File: src/rtl/pc_status_unit.sv
// Next-PC and status-flag stage: holds PC and {Z,N,V}, resolves branches/jumps,
// drives the link write, counts taken transfers and flags misaligned register/memory targets.
module pc_status_unit #(
  parameter logic [31:0] RESET_PC = 32'h0000_0000,
  parameter int          CNT_W    = 16
) (
  input  logic             clk,
  input  logic             reset,
  input  logic             stall,
  input  logic             branch,
  input  logic             blezalsig,
  input  logic             balvsig,
  input  logic             brvsig,
  input  logic             jmxorsig,
  input  logic             jalpcsig,
  input  logic             status_write_sig,
  input  logic             alu_zero,
  input  logic             alu_neg,
  input  logic             alu_ovf,
  input  logic [15:0]      imm16,
  input  logic [25:0]      target26,
  input  logic [31:0]      rs_data,
  input  logic [31:0]      mem_rdata,
  output logic [31:0]      pc,
  output logic [31:0]      pc_plus4,
  output logic [31:0]      link_data,
  output logic             link_en,
  output logic             link_ra,
  output logic [2:0]       status,
  output logic [CNT_W-1:0] taken_cnt,
  output logic             align_err
);

  logic [31:0] pc_reg;
  logic [2:0]  status_reg;
  logic [CNT_W-1:0] cnt_reg;
  logic        align_reg;

  logic [31:0] bta;
  logic [31:0] jta;
  logic        flag_z;
  logic        flag_n;
  logic        flag_v;

  logic        taken;
  logic [31:0] target;
  logic        link_sel;
  logic        ra_sel;
  logic        chk_align;
  logic        misalign;
  logic        redirect;
  logic [31:0] pc_next;

  assign pc_plus4 = pc_reg + 32'd4;
  assign bta      = pc_plus4 + {{14{imm16[15]}}, imm16, 2'b00};
  assign jta      = {pc_plus4[31:28], target26, 2'b00};
  assign flag_z   = status_reg[2];
  assign flag_n   = status_reg[1];
  assign flag_v   = status_reg[0];

  // Strobe priority resolves illegal multi-strobe cycles; decisions use the pre-edge status.
  always_comb begin
    taken     = 1'b0;
    target    = pc_plus4;
    link_sel  = 1'b0;
    ra_sel    = 1'b0;
    chk_align = 1'b0;
    if (jmxorsig) begin
      taken     = 1'b1;
      target    = mem_rdata;
      link_sel  = 1'b1;
      chk_align = 1'b1;
    end else if (brvsig) begin
      taken     = flag_v;
      target    = rs_data;
      link_sel  = 1'b1;
      chk_align = 1'b1;
    end else if (balvsig) begin
      taken    = flag_v;
      target   = jta;
      link_sel = 1'b1;
      ra_sel   = 1'b1;
    end else if (blezalsig) begin
      taken    = flag_z | flag_n;
      target   = bta;
      link_sel = 1'b1;
      ra_sel   = 1'b1;
    end else if (jalpcsig) begin
      taken    = 1'b1;
      target   = bta;
      link_sel = 1'b1;
      ra_sel   = 1'b1;
    end else if (branch) begin
      taken  = alu_zero;
      target = bta;
    end
  end

  assign misalign = taken & chk_align & (target[1:0] != 2'b00);
  assign redirect = taken & ~misalign;
  assign pc_next  = redirect ? target : pc_plus4;

  always_ff @(posedge clk or posedge reset) begin
    if (reset) begin
      pc_reg     <= RESET_PC;
      status_reg <= 3'b000;
      cnt_reg    <= '0;
      align_reg  <= 1'b0;
    end else if (!stall) begin
      pc_reg <= pc_next;
      if (status_write_sig)
        status_reg <= {alu_zero, alu_neg, alu_ovf};
      if (redirect && !(&cnt_reg))
        cnt_reg <= cnt_reg + 1'b1;
      if (misalign)
        align_reg <= 1'b1;
    end
  end

  assign pc        = pc_reg;
  assign status    = status_reg;
  assign taken_cnt = cnt_reg;
  assign align_err = align_reg;
  assign link_data = pc_plus4;
  assign link_en   = link_sel & ~stall;
  assign link_ra   = ra_sel;

endmodule

File: config.mk
export PLATFORM = sky130hd
export DESIGN_NAME = pc_status_unit
export DESIGN_NICKNAME = d
export VERILOG_FILES = /design/src/rtl/pc_status_unit.sv
export SDC_FILE = /design/constraint.sdc
export NUM_CORES = 1
export LEC_CHECK = 0
export CORE_ASPECT_RATIO = 0.9
export CORE_MARGIN = 2
export CORE_UTILIZATION = 41
export DETAILED_ROUTE_END_ITERATION = 6
export GPL_TIMING_DRIVEN = 0
export PLACE_DENSITY = 0.78
export RECOVER_POWER = 50
export SLEW_MARGIN = 0
export SYNTH_ARGS = -nofsm -noshare
export SYNTH_HDL_FRONTEND = slang
export SYNTH_SLANG_ARGS = --single-unit
File: constraint.sdc
create_clock -name clk -period 3.7 [get_ports clk]
set_clock_uncertainty 0.05 [all_clocks]
set_input_delay 0.555 -clock clk [delete_from_list [all_inputs] [get_ports clk]]
set_output_delay 0.555 -clock clk [all_outputs]
set_load 0.01 [all_outputs]
Yosys cells after proc, flatten, opt, wreduce, memory -nomap -nowiden
Index checks and enable logic that the tools add are counted.

storage, ports and cells
  register bits after elaboration = 52
  input bits = 119
  output and inout port bits = 118

operators by class
  $add $sub $neg = 3
  mux-type cells = 22
  bitwise logic cells = 7
  reductions and logical operators = 7

operators with widths
  operator                 count
  $mux W32                 7
  $add A32 B3 Y32 const B  1
  $add A32 B32 Y32         1
  $add A16 B1 Y16 const B  1
  $reduce_and A16 Y1       1
  $mux W1                  15
  $reduce_and A2 Y1        3
  $and A1 B1 Y1            4
  $not A1 Y1               2
  $reduce_bool A2 Y1       1
  $logic_and A1 B1 Y1      1
  $logic_not A1 Y1         1
  $or A1 B1 Y1             1

Longest topological paths before layout
Gate-level depths: netlist of the first run.

  word-level depth = 14
  depth in mapped cells = 16
  depth with buffers taken out = 14

Worst setup path before layout of the first run
Ideal clock, no wire load.

  path type = register to register
  start point = reg pc_reg[12], in the netlist pc[12]
  end point = reg pc_reg[30], in the netlist pc[30]
  library setup time = 0.130 ns
  arrival time = 3.685 ns
  setup slack = -0.165 ns
  cell stages (with the launch flop) = 16
  path buffers = 1
  clock period less this slack = 3.865 ns
  cell sequence = dfrtp_1 -> nand3_4 -> or3_4 -> nor3_4 -> nand3_2 -> xnor2_1 -> ha_1 -> clkbuf_1 -> a21o_1 -> a21o_1 -> a21oi_1 -> mux2i_1 -> a221o_1 -> a31o_2 -> a311oi_1 -> o22ai_1

between the ends
  word-level cells in the longest chain between the ends = 9

RTL lines
  item                    line  RTL
  start, declared         34    logic [31:0] pc_reg;
  start signal, assigned  110   pc_reg <= pc_next;
  $add A32 B3 Y32 (*)     54    assign pc_plus4 = pc_reg + 32'd4;
  net link_data[27]       26    output logic [31:0] link_data,
  $add A32 B32 Y32 (*)    55    assign bta = pc_plus4 + {{14{imm16[15]}}, imm16, 2'b00};
  $mux W32                93    end else if (branch) begin
  $mux W32                88    end else if (jalpcsig) begin
  $mux W32 (*)            83    end else if (blezalsig) begin
  $mux W32 (*)            78    end else if (balvsig) begin
  $mux W32 (*)            73    end else if (brvsig) begin
  $mux W32 (*)            68    if (jmxorsig) begin
  $mux W32 (*)            101   assign pc_next = redirect ? target : pc_plus4;

The timed path passes the listed nets; every way through them passes the cells marked *.
A chain may end at the register's enable or synchronous reset.

Worst setup path after layout of the first run
  start point = in brvsig
  end point = out link_ra

between the ends
  word-level cells in the longest chain between the ends = 2

RTL lines
  item             line  RTL
  start, declared  13    input logic brvsig,
  $mux W1          73
  $mux W1          68
  end, declared    28    output logic link_ra,

No other way between the ends.

==> metrics, run 1 <==
Core Rows=42; # IOs=237; final period utilization=0.9946; Yosys top cell by area=dfrtp_1; Synth top area share=0.2093; Core ar.=between 10000 and 15000 um2; drt total wl=roughly 29000 um; pwr dens=a little under 500 nW/um2; Pleak=~4 nW; asr flop ratio synth=1.000; final setup fails=0; Die H=around 120 um; Worst-Margin Slew=roughly 1.8 ns; Power, Total=approximately 4.8 mW; Hold Vio Cnt, Final=0; largest net degree at the start of global routing=37; GP Congestion=~1.0; Synth cell types=between 80 and 90; fmax=around 270 MHz; first-pass GRT wire length=approximately 42000 um; Slew Limit Fails=37; die width=between 100 and 150 um; Placed Cells incl. Taps=between 1000 and 1500; via count=7928; DR DRC count=17; htree depth=2; nets=roughly 1200; Util after Layout=0.6558; synthesized net count=between 900 and 1000; Avg Vias per Cell=about 6.3; Pre-antenna DRT Iters=7; number of fill cells in the layout=~1300; Syn Inst Count=about 800; Synth-to-Final Area Change=55.77%; CP Capture Type=output pin; synthesized area per cell=~8 um2; Yosys reg bits=52; gr ovfl total=0; number of global-route vias before repair=roughly 7500; gr usage total=0.3339; Clk pin slew, worst setup/hold paths=0.08 ns; die area=between 15000 and 20000 um2; required time of the critical path=approximately 3 ns; total CTS buffers=5; hold buffers post-CTS=0; HPWL after DPL=21250 um; initial core utilization=0.4210; max_cap viols=1; WS Path Type=input port to output pin; Post-Syn Area=6217 um2; failing checks=design-rule violations, max-capacitance violations, max-slew violations; Register Area=1321 um2; outcome=finished, violations left; layout cell share with drive strength beyond 1=0.1816; Syn. warnings=0; Critical Path Fanout Max=10; multi-input logic area=4761 um2; CTS tree=built; Slew headroom=-0.1844; DR iter-0 viols=approximately 940; initial antenna violation count=0; Final Non-Filler Cells=between 1000 and 1500; EDFF count, synth=0; HP Class=register to register; clock root cell=clkbuf_16; WL per Instance=roughly 23 um; CP arrival=slightly above 3 ns; number of flip-flops in the largest register=32; CP startpoint kind=input port; antenna cells=0; Buffers on Ports=between 200 and 250; fin crit period=between 3 and 4 ns; clk buf depth=2; register area share after synthesis=0.2093; Max IR drop VDD=between 0.2 and 0.3 mV; # clock sinks=52; Area contributors post-synth=dfrtp_1 (21%), ha_1 (7.6%), a21oi_1 (5.1%); Main synth FF type=dfrtp_1; Antenna Nets Post-Route=0; clock latency on the worst-skew pair=around 0.30 ns
stage by stage:
| step | cell area, um2 | hold WS (ns) | setup slack, ns | TNS (ns) |
|---|---|---|---|---|
| 2_1_floorplan | 6238 | 0.4432 | 0.01174 | 0 |
| 3_3_place_gp | 8828 | 0.4302 | -0.6935 | -4.865 |
| 3_5_place_dp | 8848 | 0.4286 | -0.7092 | -4.814 |
| 4_1_cts | 9328 | 0.4497 | -0.05575 | -0.05575 |
| 5_1_grt | 9684 | 0.4703 | -0.04123 | -0.2074 |
| 6_report | 9684 | 0.4442 | 0.02014 | 0 |
path summary, 6_finish.rpt:
kind                                           startpoint                   endpoint  slack [ns]  cells past startpoint
min in group asynchronous                           reset         pc[29]$_DFFE_PP0N_        0.75                      2
worst max register to register          pc[6]$_DFFE_PP0N_         pc[20]$_DFFE_PP0N_        0.03                     13
max in group asynchronous                           reset         pc[17]$_DFFE_PP0N_        0.50                      3
worst min register to register  taken_cnt[15]$_DFFE_PP0P_  taken_cnt[15]$_DFFE_PP0P_        0.44                      1
worst min-delay path            taken_cnt[15]$_DFFE_PP0P_  taken_cnt[15]$_DFFE_PP0P_        0.44                      1
worst max-delay path                               brvsig                    link_ra        0.02                      7
critical path: stages:
cell	delay [ns]
clkdlybuf4s50_1	0.53
clkbuf_1	0.47
inv_1	0.28
clkbuf_8	0.26
nand2_1	0.32
a21oi_1	0.12
clkdlybuf4s50_1	0.52
where the power goes:
group	switching, mW	internal [mW]	leakage [nW]	total, mW
Sequential	0.220	0.701	0.616	0.921
Clock	0.255	0.257	0.0680	0.512
Combinational	1.67	1.67	3.33	3.34
Total	2.14	2.63	4.02	4.77
Yosys cell counts (11+ instances only):
master and count:
nand2_1 71, xor2_1 23, nor3_1 24, o22ai_1 14, a21oi_1 63, nor2_1 62, nand3_1 28, nand4_1 19
buf_4 36, and3_1 17, a31oi_1 11, a211oi_1 13, inv_1 21, a21o_1 17, ha_1 38, clkbuf_1 28
xnor2_1 35, o21ai_0 53, dfrtp_1 52
cells by family (layout without fill, tap and decap cells):
| group | Yosys count | count (layout) | synth area share |
|---|---|---|---|
| flops | 52 | 52 | 0.2093 |
| fa+ha+maj | 39 | 39 | 0.07969 |
| simple gates | 275 | 275 | 0.2298 |
| xor+xnor | 59 | 59 | 0.08613 |
| compound gates | 258 | 258 | 0.2765 |
| buf+inv | 99 | 372 | 0.09640 |
| mux | 13 | 13 | 0.02214 |
repair_timing:
item / in CTS / in global routing
pin swaps: 6 / 17
setup endpoints to repair: 20 / 20
buffers inserted: 16 / 21
resized for setup: 50 / 50
area by class of cell:
| class | count | area share |
|---|---|---|
| clock buffers | 5 | 0.01292 |
| repair buffers | 272 | 0.2721 |
| well taps | 198 | 0.02558 |
| clock inverters | 3 | 0.002713 |
| inverters | 23 | 0.008915 |
| plain buffers | 69 | 0.04974 |
| multi-input cells | 644 | 0.4916 |
| flip-flops and latches | 52 | 0.1364 |
per-layer routing:
layer  share of wire  track usage  vias up
met2            0.44       0.5112      631
met4           0.036       0.1316        0
li1                -            -     3484
met3            0.14       0.1044      101
met5               0            0        -
met1            0.39       0.4385     3712
cell usage in the layout, fill, tap and decap left out, drive strengths merged, types with 4 or more instances in the layout:
cell           count
a221o              7
a211oi            15
o221ai             5
buf               77
nor2b              5
and4               6
a21oi             63
or4                4
ha                38
dfrtp             52
xor2              23
mux2               6
o211ai             9
nand3             31
o21bai             4
nor4               5
nand4             21
a221oi             9
inv               23
nor2              65
a21o              18
o22ai             14
nand2b             5
nor3              25
a311oi             5
clkdlybuf4s50    185
o21ai             55
clkbuf            34
xnor2             36
o31ai              5
nand2             71
or3                8
and3              19
o21a               7
mux2i              7
a22oi              5
a31oi             11
dlygate4sd3       48
(Power assumes the default switching activity.)
==> inputs of run 2 (changes only) <==
--- a/config.mk
+++ b/config.mk
@@ -10,7 +10,7 @@
 export CORE_UTILIZATION = 41
 export DETAILED_ROUTE_END_ITERATION = 6
 export GPL_TIMING_DRIVEN = 0
-export PLACE_DENSITY = 0.78
+export PLACE_DENSITY = 0.86
 export RECOVER_POWER = 50
 export SLEW_MARGIN = 0
 export SYNTH_ARGS = -nofsm -noshare
==> run 2 against run 1 <==
The run ends with max-capacitance violations, max-slew violations, negative setup slack left. Via count increased by 2.2%. Clock power increased by 12%. Design area increased by 0.34%. Critical path type is now register to register. Critical endpoint is now pc[30]$_DFFE_PP0N_. Flip-flop and latch count unchanged. Wire length increased by 0.99%. Sequential power decreased by 0.5%. First-iteration DRC count decreased by 2.2%. Non-clock buffer count increased by 2. Core utilization increased by 0.22 points. Worst hold slack about the same. Setup slack got worse by 0.025 ns. Largest power group unchanged.
==> metrics, run 2 (same netlist as run 1, synthesis figures left out) <==
fin worst setup slack=-0.004565 ns (was 0.02014 ns); Hold WS=0.4447 ns (was 0.4442 ns); fmax=269.9 MHz (was 271.8 MHz); nets=1227 (was 1225); initial core utilization=0.4210 (unchanged); GP Congestion=1.023 (was 1.011); CP peak stage delay=0.42 ns (was 0.53 ns); Critical Path Fanout Max=9 (was 10); Pleak=4.048 nW (was 4.016 nW); terminus of the critical flop-to-flop path=pc[30]$_DFFE_PP0N_ (was pc[20]$_DFFE_PP0N_); Clk network pwr share=0.118 (was 0.107); Core Rows=42 (unchanged); CTS tree=built (unchanged); clk buf depth=2 (unchanged); failing checks=max-capacitance violations, max-slew violations, negative setup slack (was design-rule violations, max-capacitance violations, max-slew violations); Top delay family on crit path=compound AO/OA/AOI/OAI gates (was buffers and inverters); DR DRC count=0 (was 17); Hold Startpoint=taken_cnt[3]$_DFFE_PP0P_ (was taken_cnt[15]$_DFFE_PP0P_); clock root cell=clkbuf_16 (unchanged); WL per Instance=22.83 um (was 22.64 um); DR iter-0 viols=916 (was 937); antenna cells=0 (unchanged); final setup fails=1 (was 0); clock latency on the worst-skew pair=0.30 ns (about the same); # clock sinks=52 (unchanged); setup slack, reg-to-reg=-0.005 ns (was 0.03 ns); die area=16170 um2 (unchanged); CP Capture Type=register (was output pin); Clk pin slew, worst setup/hold paths=0.08 ns (about the same); Worst-Margin Slew=1.785 ns (was 1.777 ns); outcome=finished, violations left (unchanged); Util after Layout=0.6580 (was 0.6558); RSZ-0062 raised after global routing=yes; WS Path Type=register to register (was input port to output pin); CP startpoint kind=register (was input port); HPWL after DPL=21480 um (was 21250 um); HP Class=register to register (unchanged); Buf+Inv Stages, Crit Path=1 (was 5); most common cell after layout, fill and taps aside=clkdlybuf4s50_1 (unchanged); Slew headroom=-0.1902 (was -0.1844); total CTS buffers=5 (unchanged); Setup Total Neg Slack=-0.004565 ns (was 0 ns); Power, Total=4.839 mW (was 4.771 mW); sequential power share=0.189 (was 0.193); Pre-antenna DRT Iters=6 (was 7); Synth-to-Final Area Change=56.29% (was 55.77%); die width=133.8 um (unchanged); gr ovfl total=0 (unchanged); switching share of power=0.4395 (was 0.4488); Worst Hold Depth=1 (unchanged); pre-CTS setup slack=-0.7951 ns (was -0.7092 ns); required time of the critical path=3.83 ns (was 3.09 ns); Max IR drop VDD=0.2945 mV (was 0.2997 mV); layout cell share with drive strength beyond 1=0.1888 (was 0.1816); Worst path depth=13 (was 7); CP arrival=3.83 ns (was 3.07 ns); htree depth=2 (unchanged); WHS Endpoint=taken_cnt[3]$_DFFE_PP0P_ (was taken_cnt[15]$_DFFE_PP0P_); largest net degree at the start of global routing=36 (was 37); final period utilization=1.001 (was 0.9946); max_cap viols=1 (unchanged); Hold Vio Cnt, Final=0 (unchanged); Int Pwr=2.712 mW (was 2.630 mW); number of flip-flops in the largest register=32 (unchanged); hold buffers post-CTS=0 (unchanged); Worst Reg-to-Reg Cells=13 (unchanged); most frequent cells in the layout=clkdlybuf4s50_1 (181), buf_4 (75), nand2_1 (71), nor2_1 (62), a21oi_1 (59) (was clkdlybuf4s50_1 (185), buf_4 (73), nand2_1 (71), nor2_1 (62), a21oi_1 (59)); Core ar.=14770 um2 (unchanged); first-pass GRT wire length=42230 um (was 41740 um); pwr dens=498.0 nW/um2 (was 492.6 nW/um2); Buffers on Ports=234 (unchanged); slowest CP cell=dfrtp_2 (was clkdlybuf4s50_1); number of global-route vias before repair=7660 (was 7535); Antenna Nets Post-Route=0 (unchanged); Comb pwr share=0.692 (was 0.700); Slew Limit Fails=36 (was 37); Avg Vias per Cell=6.390 (was 6.262); drt total wl=28950 um (was 28660 um); gr usage total=0.3389 (was 0.3339); fin crit period=3.705 ns (was 3.680 ns); initial antenna violation count=0 (unchanged); Net Sw Power=2.127 mW (was 2.141 mW); crit path from=pc[4]$_DFFE_PP0N_ (was brvsig); Die H=120.8 um (unchanged); # IOs=237 (unchanged); via count=8102 (was 7928); r2r startpoint=pc[4]$_DFFE_PP0N_ (was pc[6]$_DFFE_PP0N_); CP cell instances=and4_1 -> buf_6 -> nand4_1 -> xnor2_2 -> ha_1 -> a21o_1 -> a311oi_2 -> nor2_1 -> a22oi_1 -> a41oi_1 -> o22ai_2 -> mux2i_1 -> o22ai_1 (was clkdlybuf4s50_1 -> clkbuf_1 -> inv_1 -> clkbuf_8 -> nand2_1 -> a21oi_1 -> clkdlybuf4s50_1)
run 2: what timing repair did:
action / CTS / global route
gates resized for setup: 49 / 54
cloned: 0 / 0
endpoints found under the setup margin: 20 / 22
pin swaps: 5 / 17
buffers inserted: 21 / 18
run 2: per-layer routing:
layer | GRT usage | part of all wire
met5 | 0 | 0
met3 | 0.09350 | 0.13
met4 | 0.1702 | 0.050
met1 | 0.4363 | 0.38
met2 | 0.5212 | 0.44
run 2: cell type report:
| type | count | area, um2 |
|---|---|---|
| multi-input cells | 644 | 4758 |
| fillers | 1234 | 5050 |
| well taps | 198 | 247.7 |
| repair buffers | 274 | 2646 |
| inverters | 23 | 86.33 |
| clock buffers | 5 | 125.1 |
| clock inverters | 3 | 46.29 |
| plain buffers | 69 | 484.2 |
| flip-flops and latches | 52 | 1323 |
run 2: per-stage QoR:
step / cells / area, um2
3_5_place_dp: 1228 / 8848
5_1_grt: 1268 / 9717
6_report: 1268 / 9717
3_3_place_gp: 1227 / 8828
2_1_floorplan: 795 / 6238
4_1_cts: 1254 / 9345
run 2: power groups by stage:
| stage | Combinational [mW] | Clock [mW] | Sequential [mW] |
|---|---|---|---|
| CTS | 3.09 | 0.568 | 0.908 |
| global placement | 2.86 | 0 | 0.932 |
| finish | 3.35 | 0.573 | 0.916 |
| global route | 3.55 | 0.582 | 0.935 |
| detailed placement | 2.89 | 0 | 0.934 |
| floorplan | 1.62 | 0 | 0.933 |
run 2: worst max-delay path by stage:
stage,end,slack [ns]
finish,pc[30]$_DFFE_PP0N_,-0.005
global route,pc[26]$_DFFE_PP0N_,-0.06
CTS,pc[29]$_DFFE_PP0N_,0.00008
detailed placement,pc[31]$_DFFE_PP0N_,-0.80
global placement,pc[31]$_DFFE_PP0N_,-0.72
floorplan,pc[30]$_DFFE_PP0N_,0.01
==> inputs of run 3 (changes only) <==
--- a/config.mk
+++ b/config.mk
@@ -12,6 +12,7 @@
 export GPL_TIMING_DRIVEN = 0
 export PLACE_DENSITY = 0.86
 export RECOVER_POWER = 50
+export SETUP_SLACK_MARGIN = 0.15
 export SLEW_MARGIN = 0
 export SYNTH_ARGS = -nofsm -noshare
 export SYNTH_HDL_FRONTEND = slang
==> run 3 against run 2 <==
Power up 1.0%. Critical path depth up 2. Core utilization up 1.6 points. Fmax up 1.7%. Global-route usage up 0.12 points. The run ends with design-rule violations left. Highest routed layer unchanged. Cell count up 1.8%. Design area up 2.5%.
==> metrics, run 3 (same netlist as run 1, synthesis figures left out) <==
outcome=finished, violations left (unchanged); failing checks=design-rule violations (was max-capacitance violations, max-slew violations, negative setup slack); CP startpoint kind=register (unchanged); Slew headroom=0.2348 (was -0.1902); most used cell, CP=a21o_1; via count=8130 (was 8102); uppermost layer routed=met4 (unchanged); number of fill cells in the layout=1186 (was 1234); DR DRC count=2 (was 0); required time of the critical path=3.82 ns (was 3.83 ns); pwr dens=490.9 nW/um2 (was 498.0 nW/um2); Die H=120.8 um (unchanged); RSZ-0062 raised after global routing=yes (unchanged); drt total wl=29270 um (was 28950 um); WL per Instance=22.67 um (was 22.83 um); initial antenna violation count=0 (unchanged); most common cell after layout, fill and taps aside=clkdlybuf4s50_1 (unchanged); met3 wire length=4055 um (was 3805 um); nets=1250 (was 1227); M1 WL=10900 um (was 10960 um); Antenna Nets Post-Route=0 (unchanged); WS Path Type=register to register (unchanged); antenna cells=0 (unchanged); hold buffers post-CTS=0 (unchanged); # IOs=237 (unchanged); total CTS buffers=5 (unchanged); fin worst setup slack=0.05869 ns (was -0.004565 ns); Hold WS=0.4436 ns (was 0.4447 ns); final period utilization=0.9841 (was 1.001); CP peak stage delay=0.43 ns (was 0.42 ns); DR iter-0 viols=1222 (was 916); number of global-route vias before repair=7614 (was 7660); most frequent cells in the layout=clkdlybuf4s50_1 (177), buf_4 (90), nand2_1 (71), nor2_1 (61), a21oi_1 (58) (was clkdlybuf4s50_1 (181), buf_4 (75), nand2_1 (71), nor2_1 (62), a21oi_1 (59)); Critical Path Fanout Max=4 (was 9); htree depth=2 (unchanged); gr usage total=0.3401 (was 0.3389); first-pass GRT wire length=42550 um (was 42230 um); clock latency on the worst-skew pair=0.30 ns (about the same); Hold Vio Cnt, Final=0 (unchanged); slowest CP cell=or3_4 (was dfrtp_2); pre-CTS setup slack=-0.6140 ns (was -0.7951 ns); multi-input logic area=4850 um2 (was 4758 um2); layout cell share with drive strength beyond 1=0.2177 (was 0.1888); die area=16170 um2 (unchanged); Final Non-Filler Cells=1291 (was 1268); Pre-antenna DRT Iters=7 (was 6); initial core utilization=0.4210 (unchanged); CP Capture Type=register (unchanged); Clk pin slew, worst setup/hold paths=0.09 ns (was 0.08 ns); CP cell instances=nand3_2 -> or3_4 -> nor3_4 -> nand3_4 -> xnor2_4 -> ha_4 -> clkbuf_8 -> a21o_1 -> a21o_1 -> a21oi_2 -> mux2i_1 -> a221o_1 -> a31o_2 -> a311oi_2 -> o22ai_1 (was and4_1 -> buf_6 -> nand4_1 -> xnor2_2 -> ha_1 -> a21o_1 -> a311oi_2 -> nor2_1 -> a22oi_1 -> a41oi_1 -> o22ai_2 -> mux2i_1 -> o22ai_1); CP arrival=3.77 ns (was 3.83 ns); Max IR drop VDD=0.3164 mV (was 0.2945 mV); gr ovfl total=0 (unchanged); max_cap viols=0 (was 1); final setup fails=0 (was 1); Core ar.=14770 um2 (unchanged); Avg Vias per Cell=6.297 (was 6.390); Slew Limit Fails=0 (was 36); fin crit period=3.641 ns (was 3.705 ns); Core Rows=42 (unchanged); Register Area=1320 um2 (was 1323 um2); Synth-to-Final Area Change=60.19% (was 56.29%); Buffers on Ports=234 (unchanged); die width=133.8 um (unchanged); HPWL after DPL=21340 um (was 21480 um); CTS tree=built (unchanged); Pleak=4.151 nW (was 4.048 nW); WL met2=12910 um (was 12740 um); HP Class=register to register (unchanged); number of flip-flops in the largest register=32 (unchanged); # clock sinks=52 (unchanged); GP Congestion=1.001 (was 1.023); largest net degree at the start of global routing=40 (was 36); fmax=274.6 MHz (was 269.9 MHz); Worst-Margin Slew=1.148 ns (was 1.785 ns); Placed Cells incl. Taps=1228 (unchanged); clock root cell=clkbuf_16 (unchanged); clk buf depth=2 (unchanged)
[run 3: cell count changes in the layout (fill, tap and decap cells not counted), moves of 4 or more]
| cell | previous run | this run |
|---|---|---|
| clkbuf_2 | 3 | 9 |
| xnor2_2 | 13 | 9 |
| clkdlybuf4s50_1 | 181 | 177 |
| buf_4 | 75 | 90 |
| dlygate4sd3_1 | 52 | 56 |
[run 3: report_power, final]
group | switching [mW] | internal, mW | leakage, nW
Sequential | 0.195 | 0.701 | 0.618
Clock | 0.251 | 0.257 | 0.0680
Combinational | 1.73 | 1.76 | 3.47
[run 3: metrics by stage]
step | total power [mW] | cell area [um2] | utilization | TNS (ns)
2_1_floorplan | 2.569 | 6265 | - | 0
3_3_place_gp | 3.800 | 8855 | 0.5996 | -3.918
3_5_place_dp | 3.836 | 8875 | 0.6010 | -4.321
4_1_cts | 4.612 | 9543 | 0.6462 | 0
5_1_grt | 5.121 | 9960 | 0.6745 | 0
6_report | 4.889 | 9960 | 0.6745 | 0
[run 3: layer usage]
metal / track usage / up-vias
li1: - / 3528
met1: 0.4435 / 3740
met2: 0.5346 / 729
met3: 0.09308 / 133
met4: 0.1343 / 0
met5: 0 / -
[run 3: what timing repair did]
action	in CTS	in global routing
pin swaps	15	25
gates cloned	1	0
endpoints found under the setup margin	21	25
gates resized for setup	60	64
setup buffers	31	23
[run 3: layout make-up]
type / count / area share
plain buffers: 76 / 0.05352
inverters: 23 / 0.008668
repair buffers: 290 / 0.2783
flip-flops and latches: 52 / 0.1325
well taps: 198 / 0.02487
clock buffers: 5 / 0.01256
multi-input cells: 644 / 0.4869
clock inverters: 3 / 0.002638
[run 3: critical path: cells and delay by family (launching register included)]
family / cells / cell delay [ns]
AND/OR/NAND/NOR: 4 / 0.95
AO/OA/AOI/OAI: 7 / 1.45
XOR/XNOR: 1 / 0.21
adder cells (fa/ha/maj): 1 / 0.23
multiplexers: 1 / 0.10
flip-flops: 1 / 0.39
buffers and inverters: 1 / 0.13
[run 3: path summary, 6_finish.rpt]
check,slack (ns),cells after the start,start,end
min reg2reg,0.44,1,taken_cnt[9]$_DFFE_PP0P_,taken_cnt[9]$_DFFE_PP0P_
min in group asynchronous,0.73,2,reset,taken_cnt[9]$_DFFE_PP0P_
max reg2reg,0.06,15,pc[17]$_DFFE_PP0N_,pc[30]$_DFFE_PP0N_
min,0.44,1,taken_cnt[9]$_DFFE_PP0P_,taken_cnt[9]$_DFFE_PP0P_
max in group asynchronous,2.20,3,reset,pc[21]$_DFFE_PP0N_
max,0.06,15,pc[17]$_DFFE_PP0N_,pc[30]$_DFFE_PP0N_
